`src/rtl/fc_apb_host_if.sv`:
```
// Request/response channel plus APB3 bus seen by the FC accelerator host initiator.
interface fc_apb_host_if #(
   parameter int unsigned AddrWidth = 32,
   parameter int unsigned DataWidth = 32
);
   // Request channel
   logic                 req_valid;
   logic                 req_ready;
   logic                 req_write;
   logic                 req_poll;
   logic [AddrWidth-1:0] req_addr;
   logic [DataWidth-1:0] req_wdata;
   // Response channel
   logic                 rsp_valid;
   logic                 rsp_ready;
   logic [DataWidth-1:0] rsp_rdata;
   logic                 rsp_err;
   logic                 rsp_timeout;
   logic [15:0]          rsp_attempts;
   // APB3
   logic [AddrWidth-1:0] paddr;
   logic                 psel;
   logic                 penable;
   logic                 pwrite;
   logic [DataWidth-1:0] pwdata;
   logic [DataWidth-1:0] prdata;
   logic                 pready;
   logic                 pslverr;

   // Host (initiator) side
   modport master (
      input  req_valid, req_write, req_poll, req_addr, req_wdata,
      output req_ready,
      output rsp_valid, rsp_rdata, rsp_err, rsp_timeout, rsp_attempts,
      input  rsp_ready,
      output paddr, psel, penable, pwrite, pwdata,
      input  prdata, pready, pslverr
   );

   // Requester / APB completer side
   modport slave (
      output req_valid, req_write, req_poll, req_addr, req_wdata,
      input  req_ready,
      input  rsp_valid, rsp_rdata, rsp_err, rsp_timeout, rsp_attempts,
      output rsp_ready,
      input  paddr, psel, penable, pwrite, pwdata,
      output prdata, pready, pslverr
   );
endinterface

```
`src/rtl/fc_apb_host.sv`:
```
// APB3 initiator: one request in, one APB transfer (or a polled series of reads), one response out.
module fc_apb_host #(
   parameter int unsigned AddrWidth = 32,
   parameter int unsigned DataWidth = 32,
   parameter int unsigned PollMax   = 16,
   parameter int unsigned PollGap   = 2
) (
   input logic           clk_i,
   input logic           rst_i,
   fc_apb_host_if.master bus_io
);

   typedef enum logic [2:0] {StIdle, StSetup, StAccess, StGap, StResp} state_e;

   localparam logic [15:0] PollMaxC = 16'(PollMax);
   // GAP lasts PollGap cycles: load PollGap-1 and leave when the counter is 0.
   localparam logic [15:0] GapLoad  = (PollGap == 0) ? 16'd0 : 16'(PollGap - 1);

   state_e               state_q, state_d;
   logic [AddrWidth-1:0] paddr_q, paddr_d;
   logic [DataWidth-1:0] pwdata_q, pwdata_d;
   logic                 pwrite_q, pwrite_d;
   logic                 psel_q, psel_d;
   logic                 penable_q, penable_d;
   logic [DataWidth-1:0] mask_q, mask_d;
   logic                 poll_q, poll_d;
   logic [15:0]          attempts_q, attempts_d;
   logic [15:0]          gap_q, gap_d;
   logic                 rsp_valid_q, rsp_valid_d;
   logic [DataWidth-1:0] rsp_rdata_q, rsp_rdata_d;
   logic                 rsp_err_q, rsp_err_d;
   logic                 rsp_timeout_q, rsp_timeout_d;
   logic [15:0]          rsp_attempts_q, rsp_attempts_d;

   logic req_ready;
   logic accept;
   logic xfer_done;
   logic hit;
   logic last;
   logic finish;

   assign req_ready = (state_q == StIdle) && !rst_i;
   assign accept    = bus_io.req_valid && req_ready;
   assign xfer_done = (state_q == StAccess) && bus_io.pready;
   assign hit       = |(bus_io.prdata & mask_q);
   assign last      = (attempts_q + 16'd1) == PollMaxC;
   assign finish    = pwrite_q || bus_io.pslverr || !poll_q || hit || last;

   // State register
   always_ff @(posedge clk_i or posedge rst_i) begin
      if (rst_i) begin
         state_q <= StIdle;
      end else begin
         state_q <= state_d;
      end
   end

   // Next-state logic
   always_comb begin
      state_d = state_q;
      unique case (state_q)
         StIdle:   if (accept) state_d = StSetup;
         StSetup:  state_d = StAccess;
         StAccess: begin
            if (bus_io.pready) begin
               if (finish)            state_d = StResp;
               else if (PollGap == 0) state_d = StSetup;
               else                   state_d = StGap;
            end
         end
         StGap:    if (gap_q == 16'd0) state_d = StSetup;
         StResp:   if (bus_io.rsp_ready) state_d = StIdle;
         default:  state_d = StIdle;
      endcase
   end

   // Output and datapath next values; outputs are registered from the next state
   always_comb begin
      paddr_d        = paddr_q;
      pwdata_d       = pwdata_q;
      pwrite_d       = pwrite_q;
      mask_d         = mask_q;
      poll_d         = poll_q;
      attempts_d     = attempts_q;
      gap_d          = gap_q;
      rsp_rdata_d    = rsp_rdata_q;
      rsp_err_d      = rsp_err_q;
      rsp_timeout_d  = rsp_timeout_q;
      rsp_attempts_d = rsp_attempts_q;

      psel_d      = (state_d == StSetup) || (state_d == StAccess);
      penable_d   = (state_d == StAccess);
      rsp_valid_d = (state_d == StResp);

      if (accept) begin
         paddr_d    = bus_io.req_addr;
         pwrite_d   = bus_io.req_write;
         pwdata_d   = bus_io.req_write ? bus_io.req_wdata : '0;
         mask_d     = bus_io.req_wdata;
         poll_d     = bus_io.req_poll && !bus_io.req_write;
         attempts_d = 16'd0;
      end

      if (xfer_done) begin
         attempts_d = attempts_q + 16'd1;
         if (finish) begin
            rsp_rdata_d    = pwrite_q ? '0 : bus_io.prdata;
            rsp_err_d      = bus_io.pslverr;
            // Timeout only when the poll ran out without a hit or an error
            rsp_timeout_d  = poll_q && !bus_io.pslverr && !hit && last;
            rsp_attempts_d = attempts_q + 16'd1;
         end else begin
            gap_d = GapLoad;
         end
      end

      if ((state_q == StGap) && (gap_q != 16'd0)) begin
         gap_d = gap_q - 16'd1;
      end
   end

   // Output and datapath registers
   always_ff @(posedge clk_i or posedge rst_i) begin
      if (rst_i) begin
         paddr_q        <= '0;
         pwdata_q       <= '0;
         pwrite_q       <= 1'b0;
         psel_q         <= 1'b0;
         penable_q      <= 1'b0;
         mask_q         <= '0;
         poll_q         <= 1'b0;
         attempts_q     <= 16'd0;
         gap_q          <= 16'd0;
         rsp_valid_q    <= 1'b0;
         rsp_rdata_q    <= '0;
         rsp_err_q      <= 1'b0;
         rsp_timeout_q  <= 1'b0;
         rsp_attempts_q <= 16'd0;
      end else begin
         paddr_q        <= paddr_d;
         pwdata_q       <= pwdata_d;
         pwrite_q       <= pwrite_d;
         psel_q         <= psel_d;
         penable_q      <= penable_d;
         mask_q         <= mask_d;
         poll_q         <= poll_d;
         attempts_q     <= attempts_d;
         gap_q          <= gap_d;
         rsp_valid_q    <= rsp_valid_d;
         rsp_rdata_q    <= rsp_rdata_d;
         rsp_err_q      <= rsp_err_d;
         rsp_timeout_q  <= rsp_timeout_d;
         rsp_attempts_q <= rsp_attempts_d;
      end
   end

   assign bus_io.req_ready    = req_ready;
   assign bus_io.paddr        = paddr_q;
   assign bus_io.pwdata       = pwdata_q;
   assign bus_io.pwrite       = pwrite_q;
   assign bus_io.psel         = psel_q;
   assign bus_io.penable      = penable_q;
   assign bus_io.rsp_valid    = rsp_valid_q;
   assign bus_io.rsp_rdata    = rsp_rdata_q;
   assign bus_io.rsp_err      = rsp_err_q;
   assign bus_io.rsp_timeout  = rsp_timeout_q;
   assign bus_io.rsp_attempts = rsp_attempts_q;

endmodule

```
`src/flat_wrapper.sv`:
```
// flat-port wrapper written by rule: the top's interface ports become plain ports
module fc_apb_host_flat 
#(
   parameter int unsigned AddrWidth = 32,
   parameter int unsigned DataWidth = 32,
   parameter int unsigned PollMax   = 16,
   parameter int unsigned PollGap   = 2
)
  (clk_i, rst_i, bus_io_req_valid, bus_io_req_write, bus_io_req_poll, bus_io_req_addr, bus_io_req_wdata, bus_io_req_ready, bus_io_rsp_valid, bus_io_rsp_rdata, bus_io_rsp_err, bus_io_rsp_timeout, bus_io_rsp_attempts, bus_io_rsp_ready, bus_io_paddr, bus_io_psel, bus_io_penable, bus_io_pwrite, bus_io_pwdata, bus_io_prdata, bus_io_pready, bus_io_pslverr);
  fc_apb_host_if #(.AddrWidth(AddrWidth), .DataWidth(DataWidth)) bus_io_i ();
  input logic clk_i;
  input logic rst_i;
  input wire logic [$bits(bus_io_i.req_valid)-1:0] bus_io_req_valid;
  input wire logic [$bits(bus_io_i.req_write)-1:0] bus_io_req_write;
  input wire logic [$bits(bus_io_i.req_poll)-1:0] bus_io_req_poll;
  input wire logic [$bits(bus_io_i.req_addr)-1:0] bus_io_req_addr;
  input wire logic [$bits(bus_io_i.req_wdata)-1:0] bus_io_req_wdata;
  output wire logic [$bits(bus_io_i.req_ready)-1:0] bus_io_req_ready;
  output wire logic [$bits(bus_io_i.rsp_valid)-1:0] bus_io_rsp_valid;
  output wire logic [$bits(bus_io_i.rsp_rdata)-1:0] bus_io_rsp_rdata;
  output wire logic [$bits(bus_io_i.rsp_err)-1:0] bus_io_rsp_err;
  output wire logic [$bits(bus_io_i.rsp_timeout)-1:0] bus_io_rsp_timeout;
  output wire logic [$bits(bus_io_i.rsp_attempts)-1:0] bus_io_rsp_attempts;
  input wire logic [$bits(bus_io_i.rsp_ready)-1:0] bus_io_rsp_ready;
  output wire logic [$bits(bus_io_i.paddr)-1:0] bus_io_paddr;
  output wire logic [$bits(bus_io_i.psel)-1:0] bus_io_psel;
  output wire logic [$bits(bus_io_i.penable)-1:0] bus_io_penable;
  output wire logic [$bits(bus_io_i.pwrite)-1:0] bus_io_pwrite;
  output wire logic [$bits(bus_io_i.pwdata)-1:0] bus_io_pwdata;
  input wire logic [$bits(bus_io_i.prdata)-1:0] bus_io_prdata;
  input wire logic [$bits(bus_io_i.pready)-1:0] bus_io_pready;
  input wire logic [$bits(bus_io_i.pslverr)-1:0] bus_io_pslverr;
  assign bus_io_i.req_valid = bus_io_req_valid;
  assign bus_io_i.req_write = bus_io_req_write;
  assign bus_io_i.req_poll = bus_io_req_poll;
  assign bus_io_i.req_addr = bus_io_req_addr;
  assign bus_io_i.req_wdata = bus_io_req_wdata;
  assign bus_io_req_ready = bus_io_i.req_ready;
  assign bus_io_rsp_valid = bus_io_i.rsp_valid;
  assign bus_io_rsp_rdata = bus_io_i.rsp_rdata;
  assign bus_io_rsp_err = bus_io_i.rsp_err;
  assign bus_io_rsp_timeout = bus_io_i.rsp_timeout;
  assign bus_io_rsp_attempts = bus_io_i.rsp_attempts;
  assign bus_io_i.rsp_ready = bus_io_rsp_ready;
  assign bus_io_paddr = bus_io_i.paddr;
  assign bus_io_psel = bus_io_i.psel;
  assign bus_io_penable = bus_io_i.penable;
  assign bus_io_pwrite = bus_io_i.pwrite;
  assign bus_io_pwdata = bus_io_i.pwdata;
  assign bus_io_i.prdata = bus_io_prdata;
  assign bus_io_i.pready = bus_io_pready;
  assign bus_io_i.pslverr = bus_io_pslverr;
  fc_apb_host #(.AddrWidth(AddrWidth), .DataWidth(DataWidth), .PollMax(PollMax), .PollGap(PollGap)) u_core (.clk_i(clk_i), .rst_i(rst_i), .bus_io(bus_io_i));
endmodule
```
`config.mk`:
```
export PLATFORM = sky130hd
export DESIGN_NAME = fc_apb_host_flat
export DESIGN_NICKNAME = d
export VERILOG_FILES = /design/src/rtl/fc_apb_host_if.sv /design/src/rtl/fc_apb_host.sv /design/src/flat_wrapper.sv
export SDC_FILE = /design/constraint.sdc
export NUM_CORES = 1
export LEC_CHECK = 0
export CAP_MARGIN = 20
export CORE_MARGIN = 1.5
export CORE_UTILIZATION = 53
export DETAILED_ROUTE_END_ITERATION = 8
export PLACE_DENSITY = 0.95
export SLEW_MARGIN = 20
export SYNTH_ARGS = -nofsm -noshare
export SYNTH_HDL_FRONTEND = slang
export SYNTH_SLANG_ARGS = --single-unit
```
`constraint.sdc`:
```
create_clock -name clk_i -period 9.4 [get_ports clk_i]
set_clock_uncertainty 0.1 [all_clocks]
set_input_delay 1.88 -clock clk_i [delete_from_list [all_inputs] [get_ports clk_i]]
set_output_delay 1.88 -clock clk_i [all_outputs]
set_load 0.02 [all_outputs]
```
Yosys cells after proc, flatten, opt, wreduce, memory -nomap -nowiden
Index checks and enable logic that the tools add are counted.
{"block": "totals", "reg_bits": 186, "in_bits": 104, "out_inout_bits": 119, "elab_cells": 66}
{"block": "classes", "add_sub_neg": 2, "eq_ne": 9, "mux": 13, "bitwise_logic": 1, "reduce_logical": 26}
{"cell": "16-bit 2-to-1 mux", "n": 5}
{"cell": "32-bit 2-to-1 mux", "n": 2}
{"cell": "32-bit AND", "n": 1}
{"cell": "32-bit OR reduction", "n": 1}
{"cell": "16-bit by 1-bit adder with 16-bit output (second input constant)", "n": 1}
{"cell": "16-bit by 5-bit == test with 1-bit output (second input constant)", "n": 1}
{"cell": "16-bit zero test", "n": 1}
{"cell": "16-bit nonzero test", "n": 1}
{"cell": "16-bit by 1-bit subtractor with 16-bit output (second input constant)", "n": 1}
{"cell": "3-bit 2-to-1 mux", "n": 5}
{"cell": "3-bit case mux with 5 select lines", "n": 1}
{"cell": "3-bit by 2-bit == test with 1-bit output (second input constant)", "n": 3}
{"cell": "1-bit logical AND", "n": 8}
{"cell": "3-bit by 1-bit == test with 1-bit output (second input constant)", "n": 2}
{"cell": "3-bit == test (second input constant)", "n": 2}
{"cell": "1-bit zero test", "n": 5}
{"cell": "1-bit logical OR", "n": 5}
{"cell": "2-bit AND reduction", "n": 2}
{"cell": "2-bit nonzero test", "n": 2}
{"cell": "3-bit zero test", "n": 1}
{"cell": "2-bit != test (second input constant)", "n": 1}

Depth between registers and ports, before layout
Gate-level depths: netlist of the first run.
{"block": "depth", "depth_word": 9, "depth_mapped": 11, "mapped_depth_nobuf": 8}

Worst setup path before layout of the first run
OpenSTA, ideal clock, no wires.
{"block": "synth_path", "kind": "input port to output port", "start": "in rst_i", "end": "out bus_io_req_ready", "t_arrival_ns": 2.616, "required_ns": 7.420, "setup_slack_ns": 4.804, "stages": 1, "path_buffers": 0, "cell_sequence": "nor4_1"}
{"block": "synth_via", "elab_chain_cells": 2}
{"element": "from (decl)", "line": "flat_wrapper.sv:12", "text": "input logic rst_i;"}
{"element": "1-bit zero test", "line": "fc_apb_host.sv:42", "text": "assign req_ready = (state_q == StIdle) && !rst_i;"}
{"element": "1-bit logical AND", "line": "fc_apb_host.sv:42"}
{"element": "to (decl)", "line": "flat_wrapper.sv:18", "text": "output wire logic [$bits(bus_io_i.req_ready)-1:0] bus_io_req_ready;"}
No other way between the ends.

Worst setup path after layout of the first run
Same ends and word-level chain as after synthesis.

==> impl_metrics.yaml, run 1 <==
synth:
  async_reset_ff_frac: 1.00
  yosys-top-cells-area: "dfrtp_1 (54%), nand2_1 (13%), a221o_1 (3.7%)"
  yosysUniqueCellTypes: 57
  synth_seq_cells: 186
  synth_edf_count: 0
  syn_avg_cell_area_um2: 9.45
  syn-cell-area_um2: 8660
  yosysWarnings: 0
  synth_top_flop_cell: "dfrtp_1"
  netlist.area_leader.share: 0.537
  yosysTopAreaCell: "dfrtp_1"
  syn_inst: 917
  synth_fp_nets: 1023
  seq_area_frac_synth: 0.537
critical_path:
  startpoint_type: "input pin"
  worstPathArrival_ns: 4.01
  cp_max_fo: 3
  cpPeakStageDelay_ns: 0.85
  crit_path_top_delay_cell: "nor4_1"
  worstSetupPathType: "input pin to output pin"
  crit_chain: "clkdlybuf4s50_1 -> nor4_1 -> clkdlybuf4s50_1"
  path_common_cell: "clkdlybuf4s50_1"
  end_kind: "output pin"
  cp.required_ns: 7.42
global_route:
  grt_use_total: 0.285
  grt_antenna_before_repair: 0
  grt_max_degree: 109
  grt_pass1_vias: 7217
  grt_pass1_wl_mm: 37.2
  grtUsageMet2: 0.442
  gr-usage-met3: 0.0770
  grt.overflow.total: 0
  globalRouteMet1Util: 0.368
  top_usage_layer: "met2"
timing:
  fin_crit_sh: 0.637
  grt_setup_unrepaired: "false"
  tightest_slew_ns: 1.07
  setup_violations: 0
  min_period_ns: 5.99
  finalHoldViolations: 0
  slew_headroom: 0.279
  fmax_mhz: 167
  slew_viol_final: 0
  fin_tns_setup_ns: 0
clock_network:
  cts_max_level: 4
  ctsRootBufferMaster: "clkbuf_16"
  cts_tree: "yes"
  post_cts_buffers: 0
  clk_path_buf_depth: 2
  clk_pin_slew_worst_paths_ns: 0.07
  cts_resized: 0
  clock_sinks: 186
  clk_latency_ns: 0.43
  cts_hold_buf: 0
  numCtsBuffers: 17
die:
  ioPinCount: 223
  dieArea_um2: 17100
  num_rows: 46
  core_um2: 15900
  dieHeight_um: 131
  die_x_um: 131
  start_util: 0.543
route:
  drt_iter0_drc: 827
  dr.pass1.iters: 7
  wl_per_cell_um: 18.0
  drc_errors: 0
  vias: 7609
  via_per_inst: 5.72
  ant_nets: 0
  drt-total-wl_mm: 23.9
power_and_ir_drop:
  p_per_area_nw_per_um2: 294
  power_mw: 3.39
  peakVddDrop_mv: 0.195
  leakage_nw: 5.19
placement:
  hpwl_mm: 16.3
  io_buffers: 222
  gp_congestion: 0.925
cells_and_area:
  layout.cells.most_common: "nand2_1"
  nets: 1208
  fin_util: 0.724
  nFillCells: 1128
  syn2layout_area_growth_pct: 33.2
  layout-drive-gt1-share: 0.0592
  mostFrequentLayoutCells: "nand2_1 (305), clkdlybuf4s50_1 (222), dfrtp_1 (185)"
  insertedDiodeCount: 0
hold_path:
  hold_path.class: "register to register"
status:
  status: "complete, no violations"
job:
  maxCapViolations: 0
## worst max-delay path, delay by kind of cell
kind	cells	cell delay (ns)
buffers and inverters	2	1.28
AND/OR/NAND/NOR	1	0.85
## registers in the layout, indices dropped and copies added, names as in the netlist, 3 cells and up
signal                      flops
u_core.bus_io.paddr            32
u_core.bus_io.pwdata           32
u_core.bus_io.rsp_rdata        32
u_core.mask_q                  32
u_core.attempts_q              16
u_core.bus_io.rsp_attempts     16
u_core.gap_q                   16
u_core.state_q                  3
## power breakdown
| group | total, mW | switching, mW | internal [mW] |
|---|---|---|---|
| clock network | 0.723 | 0.326 | 0.397 |
| registers | 1.32 | 0.223 | 1.09 |
| logic | 1.35 | 0.735 | 0.615 |
## path summary, 6_finish.rpt
check | slack [ns] | endpoint | cells past startpoint | startpoint
max | 3.41 | bus_io_req_ready | 3 | rst_i
min in group asynchronous | 1.88 | u_core.bus_io.rsp_valid | 2 | rst_i
min reg2reg | 0.37 | u_core.bus_io.paddr[1] | 2 | u_core.bus_io.paddr[1]
max reg2reg | 5.71 | u_core.bus_io.rsp_rdata[4] | 9 | u_core.attempts_q[0]
min | 0.37 | u_core.bus_io.paddr[1] | 2 | u_core.bus_io.paddr[1]
max in group asynchronous | 5.89 | u_core.bus_io.pwdata[25] | 3 | rst_i
## metrics by stage
step	std cells	cell area, um^2	hold WS, ns	setup WS [ns]
2_1_floorplan	917	8660	0.342	2.36
3_3_place_gp	1299	10900	0.349	3.75
3_5_place_dp	1299	10900	0.360	3.66
4_1_cts	1330	11500	0.374	3.66
5_1_grt	1330	11500	0.391	3.33
6_report	1330	11500	0.373	3.41
## layout make-up
cell class / instances / area (um^2) / share of cell area
repair buffers: 228 / 2270 / 0.196
flip-flops and latches: 186 / 4660 / 0.403
well taps: 216 / 270 / 0.0234
inverters: 12 / 52.6 / 0.00455
clock buffers: 17 / 425 / 0.0369
multi-input cells: 657 / 3710 / 0.322
clock inverters: 14 / 160 / 0.0139
## cell usage after synthesis, drive strengths merged, types with 6 or more instances
cell type / number
nor2b: 35
dfrtp: 186
o22ai: 6
a221o: 32
nand4: 15
inv: 12
clkbuf: 48
buf: 14
xor2: 6
xnor2: 11
nor4b: 32
mux2i: 9
o21ai: 35
or3: 9
a22oi: 17
nor2: 15
nand3: 49
mux2: 11
nand2: 306
nor4: 9
## cell families after synthesis
logic type,share of synthesized area
AOI/OAI and AO/OA,0.0960
xor gates and xnor gates,0.0172
adders and majority gates,0.00289
buffers and inverters,0.0371
DFF,0.537
muxes,0.0256
and+or+nand+nor,0.284
## routing by layer
layer	wire length (um)	part of all wire	vias up
met5	0	0	-
met4	1010	0.042	0
met3	1800	0.075	77
met2	11300	0.47	353
met1	9770	0.41	3640
li1	-	-	3539
(Power assumes the default switching activity.)
==> inputs of run 2 (changes only) <==
--- a/config.mk
+++ b/config.mk
@@ -7,9 +7,9 @@
 export LEC_CHECK = 0
 export CAP_MARGIN = 20
 export CORE_MARGIN = 1.5
-export CORE_UTILIZATION = 53
+export CORE_UTILIZATION = 45
 export DETAILED_ROUTE_END_ITERATION = 8
-export PLACE_DENSITY = 0.95
+export PLACE_DENSITY = 0.86
 export SLEW_MARGIN = 20
 export SYNTH_ARGS = -nofsm -noshare
 export SYNTH_HDL_FRONTEND = slang
==> constraint.sdc (replaced) <==
create_clock -name clk_i -period 5.2 [get_ports clk_i]
set_clock_uncertainty 0.1 [all_clocks]
set_input_delay 1.04 -clock clk_i [delete_from_list [all_inputs] [get_ports clk_i]]
set_output_delay 1.04 -clock clk_i [all_outputs]
set_load 0.02 [all_outputs]
==> impl_metrics.yaml, run 2 (same netlist as run 1, synthesis figures left out) <==
clock_network:
  clock_sinks: 186
  clk_pin_slew_worst_paths_ns: 0.07
  cts_tree: "yes"
  post_cts_buffers: 0
  cts_max_level: 4
  clk_latency_ns: 0.44
  clk_path_buf_depth: 2
  ctsRootBufferMaster: "clkbuf_16"
  numCtsBuffers: 17
  cts_resized: 0
  cts_hold_buf: 0
global_route:
  grt_max_degree: 187
  grt_pass1_wl_mm: 38.5
  grt_antenna_before_repair: 1
  grt_pass1_vias: 7302
  grt.overflow.total: 0
  grt_use_total: 0.245
route:
  drt_iter0_drc: 707
  vias: 7624
  wl_per_cell_um: 17.9
  drt-total-wl_mm: 24.2
  dr.pass1.iters: 5
  via_per_inst: 5.65
  drc_errors: 0
  ant_nets: 0
status:
  status: "complete, no violations"
timing:
  postLayoutSetupSlackWorst_ns: 1.00
  grt_setup_unrepaired: "false"
  finalHoldViolations: 0
  fin_tns_setup_ns: 0
  setup_violations: 0
  tightest_slew_ns: 1.01
  slew_headroom: 0.322
  whs_ns: 0.368
  fmax_mhz: 238
  fin_crit_sh: 0.808
  slew_viol_final: 0
  min_period_ns: 4.20
critical_path:
  worstReg2RegStart: "u_core.attempts_q[0]"
  worstSetupPathType: "input pin to output pin"
  cp.required_ns: 4.06
  worstPathArrival_ns: 3.06
  cp_max_fo: 3
  end_kind: "output pin"
  startpoint_type: "input pin"
  setup.worst_path.start: "rst_i"
placement:
  dp_cells: 1317
  postPlaceCellArea_um2: 11000
  hpwl_mm: 16.8
  gp_congestion: 0.931
  io_buffers: 222
  preCtsSetupSlack_ns: 1.11
power_and_ir_drop:
  power_mw: 6.07
  leakage_nw: 5.18
  p_per_area_nw_per_um2: 526
  peakVddDrop_mv: 0.287
die:
  ioPinCount: 223
  dieArea_um2: 20100
  die_x_um: 142
  core_um2: 18800
  start_util: 0.462
  num_rows: 50
  dieHeight_um: 142
cells_and_area:
  final_cells: 1350
  final_cell_area_um2: 11600
  fin_util: 0.616
  layout.cells.most_common: "nand2_1"
  nets: 1208
  syn2layout_area_growth_pct: 33.4
  mostFrequentLayoutCells: "nand2_1 (305), clkdlybuf4s50_1 (222), dfrtp_1 (185)"
  layout-drive-gt1-share: 0.0601
job:
  maxCapViolations: 0
hold_path:
  hold_path.class: "register to register"
  hp-start: "u_core.bus_io.pwdata[1]"
-- run 2: changes by cell type in the layout (fill, tap and decap cells not counted) --
cell,delta
inv_6,-2
diode_2,+1
bufinv_16,-2
dfrtp_2,-1
clkinv_4,+3
buf_4,-1
buf_12,+1
dfrtp_4,+1
clkinv_8,+1
clkinvlp_4,+1
-- run 2: layout make-up --
type,count,area [um^2]
antenna,1,2.50
clock buffer,17,425
clock inverter,15,136
fill,1542,7210
inverter,12,48.8
multi-input combinational,657,3710
sequential,186,4660
tap,234,293
timing repair buffer,228,2280
-- run 2: power breakdown --
| part | switching, mW | internal, mW | total (mW) |
|---|---|---|---|
| clock | 0.617 | 0.630 | 1.25 |
| combinational | 1.25 | 1.11 | 2.36 |
| sequential | 0.492 | 1.98 | 2.47 |
| total | 2.36 | 3.71 | 6.07 |
-- run 2: worst paths after layout --
| kind | endpoint | slack (ns) | cells past startpoint |
|---|---|---|---|
| worst max-delay path | bus_io_req_ready | 1.0 | 3 |
| worst min-delay path | u_core.bus_io.pwdata[1] | 0.37 | 2 |
| worst max register to register | u_core.bus_io.rsp_rdata[24] | 1.18 | 9 |
| worst min register to register | u_core.bus_io.pwdata[1] | 0.37 | 2 |
| max in group asynchronous | u_core.bus_io.pwrite | 3.05 | 3 |
| min in group asynchronous | u_core.bus_io.paddr[13] | 1.16 | 3 |
-- run 2: worst max-delay path: stages --
cell and delay [ns]:
clkdlybuf4s50_1 0.46, nor4_1 0.78, clkdlybuf4s50_1 0.77
-- run 2: metal layers --
metal,share of wire,GRT usage,routed length [um]
met1,0.43,0.331,10400
met3,0.070,0.0564,1700
met5,0,0,0
met2,0.47,0.384,11500
met4,0.025,0.0966,614
==> inputs of run 3 (changes only) <==
==> constraint.sdc (replaced) <==
create_clock -name clk_i -period 3.43 [get_ports clk_i]
set_clock_uncertainty 0.1 [all_clocks]
set_input_delay 0.686 -clock clk_i [delete_from_list [all_inputs] [get_ports clk_i]]
set_output_delay 0.686 -clock clk_i [all_outputs]
set_load 0.02 [all_outputs]
==> impl_metrics.yaml, run 3 (same netlist as run 1, synthesis figures left out) <==
status:
  status: "complete, no violations"
route:
  drt-total-wl_mm: 24.1
  via_per_inst: 5.54
  vias: 7539
  wl_per_cell_um: 17.7
  drc_errors: 0
  dr.pass1.iters: 5
  ant_nets: 0
  drt_iter0_drc: 737
timing:
  tightest_slew_ns: 0.677
  setup_violations: 0
  min_period_ns: 3.18
  fin_crit_sh: 0.926
  finalHoldViolations: 0
  fin_tns_setup_ns: 0
  slew_viol_final: 0
  whs_ns: 0.367
  slew_headroom: 0.549
  grt_setup_unrepaired: "false"
  fmax_mhz: 315
cells_and_area:
  mostFrequentLayoutCells: "nand2_1 (305), clkdlybuf4s50_1 (222), dfrtp_1 (185)"
  insertedDiodeCount: 0
  nets: 1220
  multi_input_area_um2: 3700
  syn2layout_area_growth_pct: 35.6
  nFillCells: 1511
  register_area_um2: 4660
  layout.cells.most_common: "nand2_1"
  fin_util: 0.626
  layout-drive-gt1-share: 0.0701
  final_cells: 1361
job:
  maxCapViolations: 0
critical_path:
  cpPeakStageDelay_ns: 0.48
  worstSetupPathType: "register to register"
  reg2regPathDepth: 10
  end_kind: "register"
  crit_path_top_delay_cell: "dfrtp_1"
  cp.required_ns: 3.70
  startpoint_type: "register"
  cp_max_fo: 51
  crit_chain: "ha_1 -> nand3_1 -> nor4_1 -> buf_4 -> mux2i_1 -> and3_1 -> a21oi_4 -> buf_12 -> nor4b_1 -> a221o_1"
  worstPathArrival_ns: 3.45
clock_network:
  clock_sinks: 186
  cts_tree: "yes"
  cts_max_level: 4
  numCtsBuffers: 17
  cts_hold_buf: 0
  clk_path_buf_depth: 2
  ctsRootBufferMaster: "clkbuf_16"
  clk_pin_slew_worst_paths_ns: 0.07
  post_cts_buffers: 0
  cts_resized: 0
  clk_latency_ns: 0.43
global_route:
  grt_antenna_before_repair: 1
  grt_use_total: 0.246
  grt_pass1_wl_mm: 38.4
  grt_pass1_vias: 7219
  grt_max_degree: 121
  grt.overflow.total: 0
die:
  num_rows: 50
  ioPinCount: 223
  dieHeight_um: 142
  dieArea_um2: 20100
  die_x_um: 142
  core_um2: 18800
  start_util: 0.462
placement:
  dp_cells: 1329
  io_buffers: 222
  gp_congestion: 0.921
  hpwl_mm: 17.1
power_and_ir_drop:
  peakVddDrop_mv: 0.482
  p_per_area_nw_per_um2: 803
  leakage_nw: 5.29
hold_path:
  min_path_cells: 2
  hold_path.class: "register to register"
-- run 3: cell types whose count changed in the layout (fill, tap and decap cells not counted), sizes merged --
| cell | delta |
|---|---|
| bufinv | +3 |
| inv | -2 |
| diode | -1 |
| buf | +12 |
| clkinvlp | -1 |
-- run 3: report_power, final --
part,internal [mW],total (mW),switching [mW]
registers,3.00,3.66,0.667
clock network,1.17,2.06,0.896
logic,1.73,3.71,1.98
total,5.89,9.43,3.54
-- run 3: per-layer routing --
metal  routed length (um)  GRT usage  vias up  share of wire
met5                   13          0        -        0.00054
met4                  709     0.0982        2          0.029
met3                 1630     0.0607       53          0.068
met2                11200      0.378      291           0.47
met1                10500      0.336     3629           0.44
li1                     -          -     3564              -
-- run 3: worst max-delay path: cells and delay by family (launching register included) --
family / cells / cell delay [ns]
muxes: 1 / 0.21
adders and majority gates: 1 / 0.29
DFF: 1 / 0.48
buffers and inverters: 2 / 0.40
AOI/OAI and AO/OA: 2 / 0.30
and+or+nand+nor: 4 / 1.33
-- run 3: per-stage QoR --
step	instance area, um^2	total power, mW	setup WS (ns)
final	11800	9.43	0.253
after global routing	11800	9.96	0.0619
after CTS	11800	9.48	0.303
after detailed placement	11100	7.39	0.138
after global placement	11100	7.29	0.128
after floorplan	8670	5.55	0.251
-- run 3: final timing paths --
kind                                     startpoint                          end  slack (ns)
max                            u_core.attempts_q[0]  u_core.bus_io.rsp_rdata[15]        0.25
min                        u_core.bus_io.pwdata[17]     u_core.bus_io.pwdata[17]        0.37
max in group asynchronous                     rst_i     u_core.bus_io.pwdata[23]        1.98
min in group asynchronous                     rst_i            u_core.state_q[2]        0.66
min reg2reg                u_core.bus_io.pwdata[17]     u_core.bus_io.pwdata[17]        0.37
max reg2reg                    u_core.attempts_q[0]  u_core.bus_io.rsp_rdata[15]        0.25
-- run 3: area by class of cell --
cell class / count / share of cell area
Clock buffer: 17 / 0.0362
Multi-Input combinational cell: 657 / 0.315
Clock inverter: 15 / 0.0164
Timing Repair Buffer: 240 / 0.207
Tap cell: 234 / 0.0249
Sequential cell: 186 / 0.396
Inverter: 12 / 0.00415
